$ cat src/rtl/ticket_dispatcher.sv
// ticket_dispatcher: issues queue tickets on button presses and calls waiting
// tickets, in order, to the lowest-index open idle service counter.
module ticket_dispatcher #(
  parameter int N_CNT          = 5,
  parameter int NUM_W          = 6,
  parameter int CALL_W         = 3,
  parameter int SERVICE_CYCLES = 8
) (
  input  logic                     clk,
  input  logic                     rst,
  input  logic                     button,
  input  logic [N_CNT-1:0]         counter_open,
  input  logic [N_CNT-1:0]         counter_done,
  output logic [NUM_W-1:0]         current_number,
  output logic [NUM_W-1:0]         number_service,
  output logic [CALL_W-1:0]        counter_call,
  output logic                     call_valid,
  output logic [N_CNT-1:0]         counter_busy,
  output logic [N_CNT*NUM_W-1:0]   service_numbers,
  output logic [NUM_W-1:0]         waiting_count,
  output logic                     queue_full,
  output logic                     ticket_reject
);

  // Timer holds SERVICE_CYCLES-1 down to 0; busy drops on the edge it reads 0.
  localparam int TMR_W = (SERVICE_CYCLES > 1) ? $clog2(SERVICE_CYCLES) : 1;
  localparam logic [TMR_W-1:0] TMR_LOAD = TMR_W'(SERVICE_CYCLES - 1);
  localparam logic [NUM_W-1:0] NUM_MAX  = '1;

  logic              btn_q;
  logic              press;
  logic              accept;
  logic              found;
  logic              dispatch;
  logic [CALL_W-1:0] sel_idx;
  logic [TMR_W-1:0]  timer [N_CNT];

  // Ticket numbers skip 0, which means "none".
  function automatic logic [NUM_W-1:0] next_num(input logic [NUM_W-1:0] n);
    return (n == NUM_MAX) ? NUM_W'(1) : n + NUM_W'(1);
  endfunction

  assign press      = button & ~btn_q;
  assign queue_full = (waiting_count == NUM_MAX);
  assign accept     = press & ~queue_full;

  // Pick the lowest-index counter that is open and idle.
  always_comb begin
    found   = 1'b0;
    sel_idx = '0;
    for (int unsigned i = 0; i < N_CNT; i++) begin
      if (!found && counter_open[i] && !counter_busy[i]) begin
        found   = 1'b1;
        sel_idx = CALL_W'(i);
      end
    end
    dispatch = found && (waiting_count != '0);
  end

  // Button edge detection, ticket issue and waiting-queue bookkeeping.
  always_ff @(posedge clk) begin
    if (rst) begin
      btn_q          <= 1'b0;
      current_number <= '0;
      waiting_count  <= '0;
      ticket_reject  <= 1'b0;
    end else begin
      btn_q         <= button;
      ticket_reject <= press & queue_full;
      if (accept)
        current_number <= next_num(current_number);
      case ({accept, dispatch})
        2'b10:   waiting_count <= waiting_count + NUM_W'(1);
        2'b01:   waiting_count <= waiting_count - NUM_W'(1);
        default: waiting_count <= waiting_count;
      endcase
    end
  end

  // Call announcement registers; they hold between calls.
  always_ff @(posedge clk) begin
    if (rst) begin
      number_service <= '0;
      counter_call   <= '0;
      call_valid     <= 1'b0;
    end else begin
      call_valid <= dispatch;
      if (dispatch) begin
        number_service <= next_num(number_service);
        counter_call   <= sel_idx;
      end
    end
  end

  // Per-counter service state: claim on dispatch, release on timeout or done.
  always_ff @(posedge clk) begin
    if (rst) begin
      counter_busy    <= '0;
      service_numbers <= '0;
      for (int unsigned i = 0; i < N_CNT; i++)
        timer[i] <= '0;
    end else begin
      for (int unsigned i = 0; i < N_CNT; i++) begin
        if (dispatch && (sel_idx == CALL_W'(i))) begin
          counter_busy[i]                   <= 1'b1;
          timer[i]                          <= TMR_LOAD;
          service_numbers[i*NUM_W +: NUM_W] <= next_num(number_service);
        end else if (counter_busy[i]) begin
          if (counter_done[i] || (timer[i] == '0))
            counter_busy[i] <= 1'b0;
          else
            timer[i] <= timer[i] - TMR_W'(1);
        end
      end
    end
  end

endmodule

$ cat config.mk
export PLATFORM = sky130hd
export DESIGN_NAME = ticket_dispatcher
export DESIGN_NICKNAME = d
export VERILOG_FILES = /design/src/rtl/ticket_dispatcher.sv
export SDC_FILE = /design/constraint.sdc
export NUM_CORES = 1
export LEC_CHECK = 0
export CAP_MARGIN = 20
export CORE_MARGIN = 1.5
export CORE_UTILIZATION = 45
export DETAILED_ROUTE_END_ITERATION = 6
export PLACE_DENSITY = 0.75
export SYNTH_ARGS = -nofsm -noshare
export SYNTH_HDL_FRONTEND = slang
export SYNTH_SLANG_ARGS = --single-unit
export TNS_END_PERCENT = 10
$ cat constraint.sdc
create_clock -name clk -period 6.3 [get_ports clk]
set_input_delay 1.89 -clock clk [delete_from_list [all_inputs] [get_ports clk]]
set_output_delay 1.89 -clock clk [all_outputs]
set_load 0.1 [all_outputs]
==> Word-level counts from Yosys, hierarchy flattened <==
Memory sizes are Yosys's and may differ from the RTL's.
Cells that the tools add are included.
{ "totals": {"memories": 1, "wordCells": 153, "ff_bits": 59, "inputBits": 13, "ram_bits": 15} }
{ "op_classes": {"n_eq_ne": 9, "reduce_logical": 37, "mux": 69, "n_bitwise": 15, "addsub": 9} }
{ "mem_list": {"columns": ["memory", "words", "word_bits", "read_ports", "rd_clocked_by_memory_dff", "write_ports", "line_no", "text"], "rows": [
  ["timer", 5, 3, 5, 0, 5, "36", "logic [TMR_W-1:0] timer [N_CNT];"]
]} }
{ "ops": {"columns": ["cell", "n"], "rows": [
  ["1-bit two-way mux", 53],
  ["3-bit two-way mux", 13],
  ["6-bit by 1-bit adder with 6-bit output (second input constant)", 3],
  ["6-bit == test (second input constant)", 3],
  ["3-bit zero test", 6],
  ["1-bit logical AND", 15],
  ["3-bit by 1-bit subtractor with 3-bit output (second input constant)", 5],
  ["6-bit two-way mux", 2],
  ["6-bit one-hot mux with 2 select lines", 1],
  ["1-bit OR", 10],
  ["1-bit zero test", 9],
  ["3-bit by 2-bit == test with 1-bit output (second input constant)", 2],
  ["6-bit nonzero test", 1],
  ["6-bit by 1-bit subtractor with 6-bit output (second input constant)", 1],
  ["1-bit logical OR", 5],
  ["1-bit bitwise AND", 3],
  ["3-bit by 1-bit == test with 1-bit output (second input constant)", 1],
  ["3-bit == test (second input constant)", 1],
  ["2-bit by 1-bit == test with 1-bit output (second input constant)", 1],
  ["2-bit == test (second input constant)", 1],
  ["1-bit NOT", 2],
  ["2-bit nonzero test", 1]
]} }

==> Logic depth before layout (Yosys ltp) <==
{ "logic_depth": {"ltp_word": 26, "mapped_depth": 11, "depth_no_buf": 10} }

==> Least setup slack after synthesis <==
No wires, ideal clock.
{ "synth_timing": {"path_kind": "reg-to-output", "startpoint": "reg waiting_count[0]", "endpoint": "out queue_full", "slack_ps": 1050, "stages_incl_launch_ff": 3, "t_arrival_ps": 3360, "path_cell_list": "dfxtp_1 nand2_1 nor3_1"} }
{ "synth_via": {"elab_chain_len": 1} }
{ "synth_rtl": {"columns": ["item", "line_no", "text"], "rows": [
  ["from (decl)", "20", "output logic [NUM_W-1:0] waiting_count,"],
  ["from (signal assigned)", "73", "2'b10: waiting_count <= waiting_count + NUM_W'(1);"],
  ["from (signal assigned)", "74", "2'b01: waiting_count <= waiting_count - NUM_W'(1);"],
  ["from (signal assigned)", "75", "default: waiting_count <= waiting_count;"],
  ["6-bit == test", "44", "assign queue_full = (waiting_count == NUM_MAX);"],
  ["to (decl)", "21", "output logic queue_full,"]
]} }
No other way between the ends.

==> Final worst setup path <==
{ "layout_timing": {"startpoint": "in counter_open[2]", "endpoint": "reg waiting_count[5]"} }
{ "layout_via": {"elab_chain_len": 14, "elab_cells_between_ends": 16} }
{ "layout_rtl": {"columns": ["item", "line_no", "text"], "rows": [
  ["from (decl)", "12", "input logic [N_CNT-1:0] counter_open,"],
  ["1-bit logical AND (*) (2 in series)", "52", "if (!found && counter_open[i] && !counter_busy[i]) begin"],
  ["1-bit two-way mux (*)", "52", null],
  ["1-bit zero test", "52", null],
  ["1-bit logical AND (2 in series)", "52", null],
  ["1-bit two-way mux (*)", "52", null],
  ["1-bit zero test", "52", null],
  ["1-bit logical AND (2 in series)", "52", null],
  ["1-bit two-way mux (*)", "52", null],
  ["1-bit logical AND (*)", "57", "dispatch = found && (waiting_count != '0);"],
  ["net dispatch", "34", "logic dispatch;"],
  ["2-bit by 1-bit == test with 1-bit output or 2-bit == test (tied branches)", "72", "case ({accept, dispatch})"],
  ["6-bit one-hot mux with 2 select lines or 2-bit nonzero test (tied branches)", null, null]
]} }
Mark *: on every way through the listed nets, which the timed path passes. The rest lies on a longest branch.
A chain may end at the register's enable or synchronous reset.

==> impl_results.html <==
<table>
<tr><th>Metric</th><th>Value</th></tr>
<tr><th colspan="2">Detailed routing</th></tr>
<tr><td>Number of detailed-routing iterations run before antenna repair</td><td>5</td></tr>
<tr><td>DRC violation count after routing</td><td>0</td></tr>
<tr><td>Antenna viol nets, final</td><td>0</td></tr>
<tr><td>Wire per inst</td><td>14.73 um</td></tr>
<tr><td>Drt via density</td><td>approximately 5.3</td></tr>
<tr><td>Detailed Route Iter0 Violations</td><td>96</td></tr>
<tr><td>Vias after detailed routing</td><td>~2800</td></tr>
<tr><td>Detailed Route WL</td><td>7673 um</td></tr>
<tr><th colspan="2">Worst setup path</th></tr>
<tr><td>Reg-to-reg critical path startpoint</td><td>waiting_count[0]</td></tr>
<tr><td>Worst Reg-to-Reg Cells</td><td>10</td></tr>
<tr><td>End of the worst register-to-register path</td><td>waiting_count[5]</td></tr>
<tr><td>Kind of start point of the critical path</td><td>input port</td></tr>
<tr><td>Data required time at the worst endpoint</td><td>6520 ps</td></tr>
<tr><td>Maximum fanout along the worst path</td><td>9</td></tr>
<tr><td>Kind of critical path</td><td>input port to flop</td></tr>
<tr><td>Register-to-register path setup slack</td><td>3190 ps</td></tr>
<tr><td>Endpoint kind of the worst setup timing path</td><td>flop</td></tr>
<tr><td>Arrival time of the worst setup path</td><td>4780 ps</td></tr>
<tr><th colspan="2">Finish</th></tr>
<tr><td>Leading cell type in the layout, fill and taps excluded</td><td>sky130_fd_sc_hd__clkdlybuf4s50_1</td></tr>
<tr><td>Number of nets in the final layout</td><td>448</td></tr>
<tr><td>Synthesis-to-layout area growth</td><td>28.73%</td></tr>
<tr><td>Most frequent cells in the layout</td><td>sky130_fd_sc_hd__clkdlybuf4s50_1, sky130_fd_sc_hd__dfxtp_1, sky130_fd_sc_hd__nor2_1</td></tr>
<tr><td>Finished Layout Cells</td><td>between 500 and 600</td></tr>
<tr><td>Total inserted antenna cells</td><td>0</td></tr>
<tr><td># fillers</td><td>625</td></tr>
<tr><td>Fraction of final layout cells sized beyond drive strength 1</td><td>0.09242</td></tr>
<tr><th colspan="2">Synth</th></tr>
<tr><td>Number of warnings printed during yosys synthesis</td><td>0</td></tr>
<tr><td>Ys flop type</td><td>sky130_fd_sc_hd__dfxtp_1</td></tr>
<tr><td>Number of standard cells after synthesis</td><td>350</td></tr>
<tr><td>Number of nets produced by synthesis</td><td>381</td></tr>
<tr><td>Post-synthesis instance area</td><td>3450 um2</td></tr>
<tr><td>Synthesized area per cell</td><td>9.856 um2</td></tr>
<tr><td>Post-synth EDFFs</td><td>15</td></tr>
<tr><td>Number of distinct standard cells referenced by the synthesized netlist</td><td>50</td></tr>
<tr><td>Fraction of synthesis flops using an asynchronous set or reset pin</td><td>0</td></tr>
<tr><td>Sequential element share of the synthesized area</td><td>0.4730</td></tr>
<tr><td>Post-synthesis sequential element count</td><td>74</td></tr>
<tr><th colspan="2">CTS</th></tr>
<tr><td>Maximum clock insertion buffer count</td><td>2</td></tr>
<tr><td>Clk Tree Root Cell</td><td>sky130_fd_sc_hd__clkbuf_8</td></tr>
<tr><td>Sinks on the clock net</td><td>74</td></tr>
<tr><td>Clock slew at reported path FFs</td><td>80 ps</td></tr>
<tr><td>CTS tree</td><td>done</td></tr>
<tr><td>CTS buffer count</td><td>9</td></tr>
<tr><td>Count of H-tree levels built during CTS</td><td>3</td></tr>
<tr><td>Number of buffers inserted to repair setup after CTS</td><td>0</td></tr>
<tr><td>Hold buffers post-CTS</td><td>0</td></tr>
<tr><td>Worst-skew pair later-pin latency</td><td>360 ps</td></tr>
<tr><td>Gates resized, CTS repair</td><td>0</td></tr>
<tr><th colspan="2">Place</th></tr>
<tr><td>Sum of net half-perimeters after detailed placement</td><td>5463 um</td></tr>
<tr><td>Final weighted congestion in routability-driven placement</td><td>roughly 0.83</td></tr>
<tr><td>Total instance count after detailed placement</td><td>just over 500</td></tr>
<tr><td>DP Worst Slack</td><td>approximately 1400 ps</td></tr>
<tr><td>Quantity of I/O buffers inserted on ports</td><td>between 70 and 80</td></tr>
<tr><th colspan="2">Timing</th></tr>
<tr><td>Period utilisation layout</td><td>0.7232</td></tr>
<tr><td>Tightest slew margin relative to the limit</td><td>0.2753</td></tr>
<tr><td>Post-layout minimum cycle time</td><td>4556 ps</td></tr>
<tr><td>Setup violation total in the final timing report</td><td>0</td></tr>
<tr><td>Final Hold Viols</td><td>0</td></tr>
<tr><td>Setup WS post-layout</td><td>1744 ps</td></tr>
<tr><td>Actual transition at the worst max-transition pin</td><td>1072 ps</td></tr>
<tr><td>Worst clock skew on the final layout</td><td>6.566 ps</td></tr>
<tr><td>Slew Limit Fails</td><td>0</td></tr>
<tr><td>Setup TNS after final layout</td><td>0 ps</td></tr>
<tr><td>Setup repair after global routing missed its margin</td><td>false</td></tr>
<tr><td>Upper clock frequency limit</td><td>219.5 MHz</td></tr>
<tr><th colspan="2">Global route</th></tr>
<tr><td>All-Layer GR Usage</td><td>0.2026</td></tr>
<tr><td>Overall overflow remaining after global route</td><td>0</td></tr>
<tr><td>Number of global-route vias before repair</td><td>approximately 2700</td></tr>
<tr><td>Global-route wire length before repair</td><td>13200 um</td></tr>
<tr><td>Antenna violations before repair</td><td>0</td></tr>
<tr><td>Largest net degree at the start of global routing</td><td>40</td></tr>
<tr><th colspan="2">Floorplanning</th></tr>
<tr><td>Die boundary width</td><td>90.56 um</td></tr>
<tr><td>Initial standard-cell utilization of the core</td><td>0.4706</td></tr>
<tr><td>Floorplan Core Area</td><td>7331 um2</td></tr>
<tr><td>Height of the die</td><td>roughly 91 um</td></tr>
<tr><td>I/O Pins</td><td>72</td></tr>
<tr><td>Number of cell rows</td><td>31</td></tr>
<tr><td>Floorplan die area</td><td>between 8000 and 9000 um2</td></tr>
<tr><th colspan="2">Min path</th></tr>
<tr><td>Worst hold path cell count</td><td>2</td></tr>
<tr><td>Hold-critical path endpoint</td><td>service_numbers[22]</td></tr>
<tr><td>Hold WC Path Type</td><td>flop to flop</td></tr>
<tr><td>Start point of the worst min-delay path</td><td>service_numbers[22]</td></tr>
<tr><th colspan="2">Power and ir drop</th></tr>
<tr><td>Total power density per cell area</td><td>531.3 nW/um2</td></tr>
<tr><td>VDD IR max</td><td>428.1 uV</td></tr>
<tr><td>Overall Power</td><td>2.359 mW</td></tr>
<tr><td>Leakage power</td><td>between 1.5 and 2 nW</td></tr>
<tr><th colspan="2">Outcome</th></tr>
<tr><td>Run status</td><td>complete, no violations</td></tr>
<tr><th colspan="2">Job</th></tr>
<tr><td>Number of max-cap violations</td><td>0</td></tr>
</table>
==> cell usage after synthesis, drive strengths merged (6+ instances only) <==
master,instances,share of area
a21oi,29,0.043
nor3,6,0.015
nand3,7,0.010
clkbuf,6,0.0065
dfxtp,59,0.34
inv,19,0.021
o21ai,7,0.010
nand2,19,0.021
edfxtp,15,0.13
nor2,49,0.053
nor4b,7,0.023
xnor2,6,0.015
buf,10,0.021
a211oi,29,0.070
a21o,7,0.016
mux2i,11,0.032
ha,17,0.062
==> cell families after synthesis <==
| kind of cell | after synthesis | share of synthesized area |
|---|---|---|
| and+or+nand+nor | 120 | 0.1908 |
| muxes | 11 | 0.03192 |
| adders and majority gates | 18 | 0.06746 |
| DFF | 74 | 0.4730 |
| buffers and inverters | 35 | 0.04824 |
| AOI/OAI and AO/OA | 81 | 0.1607 |
| xor gates and xnor gates | 11 | 0.02793 |
==> cell type report <==
cell class,count,area [um2],share of cell area
clock inverters,3,47.55,0.01071
well taps,99,123.9,0.02790
inverters,19,71.32,0.01606
flip-flops and latches,74,1632,0.3674
multi-input cells,241,1652,0.3719
clock buffers,13,201.4,0.04536
repair buffers,72,713.2,0.1606
==> through the flow <==
step / hold slack (ps) / utilization / instance area [um2]
floorplan: 514.0 / - / 3450
global placement: 444.2 / 0.5718 / 4192
detailed placement: 449.0 / 0.5718 / 4192
CTS: 460.5 / 0.6057 / 4441
global route: 489.4 / 0.6057 / 4441
finish: 459.1 / 0.6057 / 4441
==> registers in the layout (all words and copies together), names as in the netlist, 3 cells and up <==
name and count:
counter_busy 5, number_service 6, service_numbers 30, waiting_count 6, current_number 6, timer 15, counter_call 3
==> metal layers <==
metal	up-vias	global-route usage	wire length, um
met2	77	0.3152	3514
met5	-	0	0
met4	0	0.09921	216
li1	1385	-	-
met1	1311	0.2653	3482
met3	14	0.04461	460
==> critical path, cell delays in order <==
cell	delay (ps)
sky130_fd_sc_hd__clkdlybuf4s50_1	470
sky130_fd_sc_hd__nand2b_1	140
sky130_fd_sc_hd__and4_1	270
sky130_fd_sc_hd__a21oi_2	390
sky130_fd_sc_hd__ha_1	460
sky130_fd_sc_hd__ha_1	320
sky130_fd_sc_hd__a21o_2	220
sky130_fd_sc_hd__a21oi_1	210
sky130_fd_sc_hd__o311ai_0	190
sky130_fd_sc_hd__xnor2_1	170
sky130_fd_sc_hd__nor2_1	50
==> worst max-delay path by stage <==
stage / startpoint / end / slack (ps) / cells past startpoint
floorplan: waiting_count[0] / queue_full / 1050 / 2
global placement: counter_open[2] / waiting_count[5] / 1470 / 11
detailed placement: counter_open[2] / waiting_count[5] / 1410 / 11
CTS: counter_open[2] / waiting_count[5] / 1750 / 11
global route: counter_open[2] / waiting_count[5] / 1500 / 11
finish: counter_open[2] / waiting_count[5] / 1740 / 11
==> power breakdown <==
part | internal (mW) | switching [mW]
Sequential | 0.612 | 0.0806
Clock | 0.255 | 0.184
Combinational | 0.340 | 0.887
(Power assumes the default switching activity.)
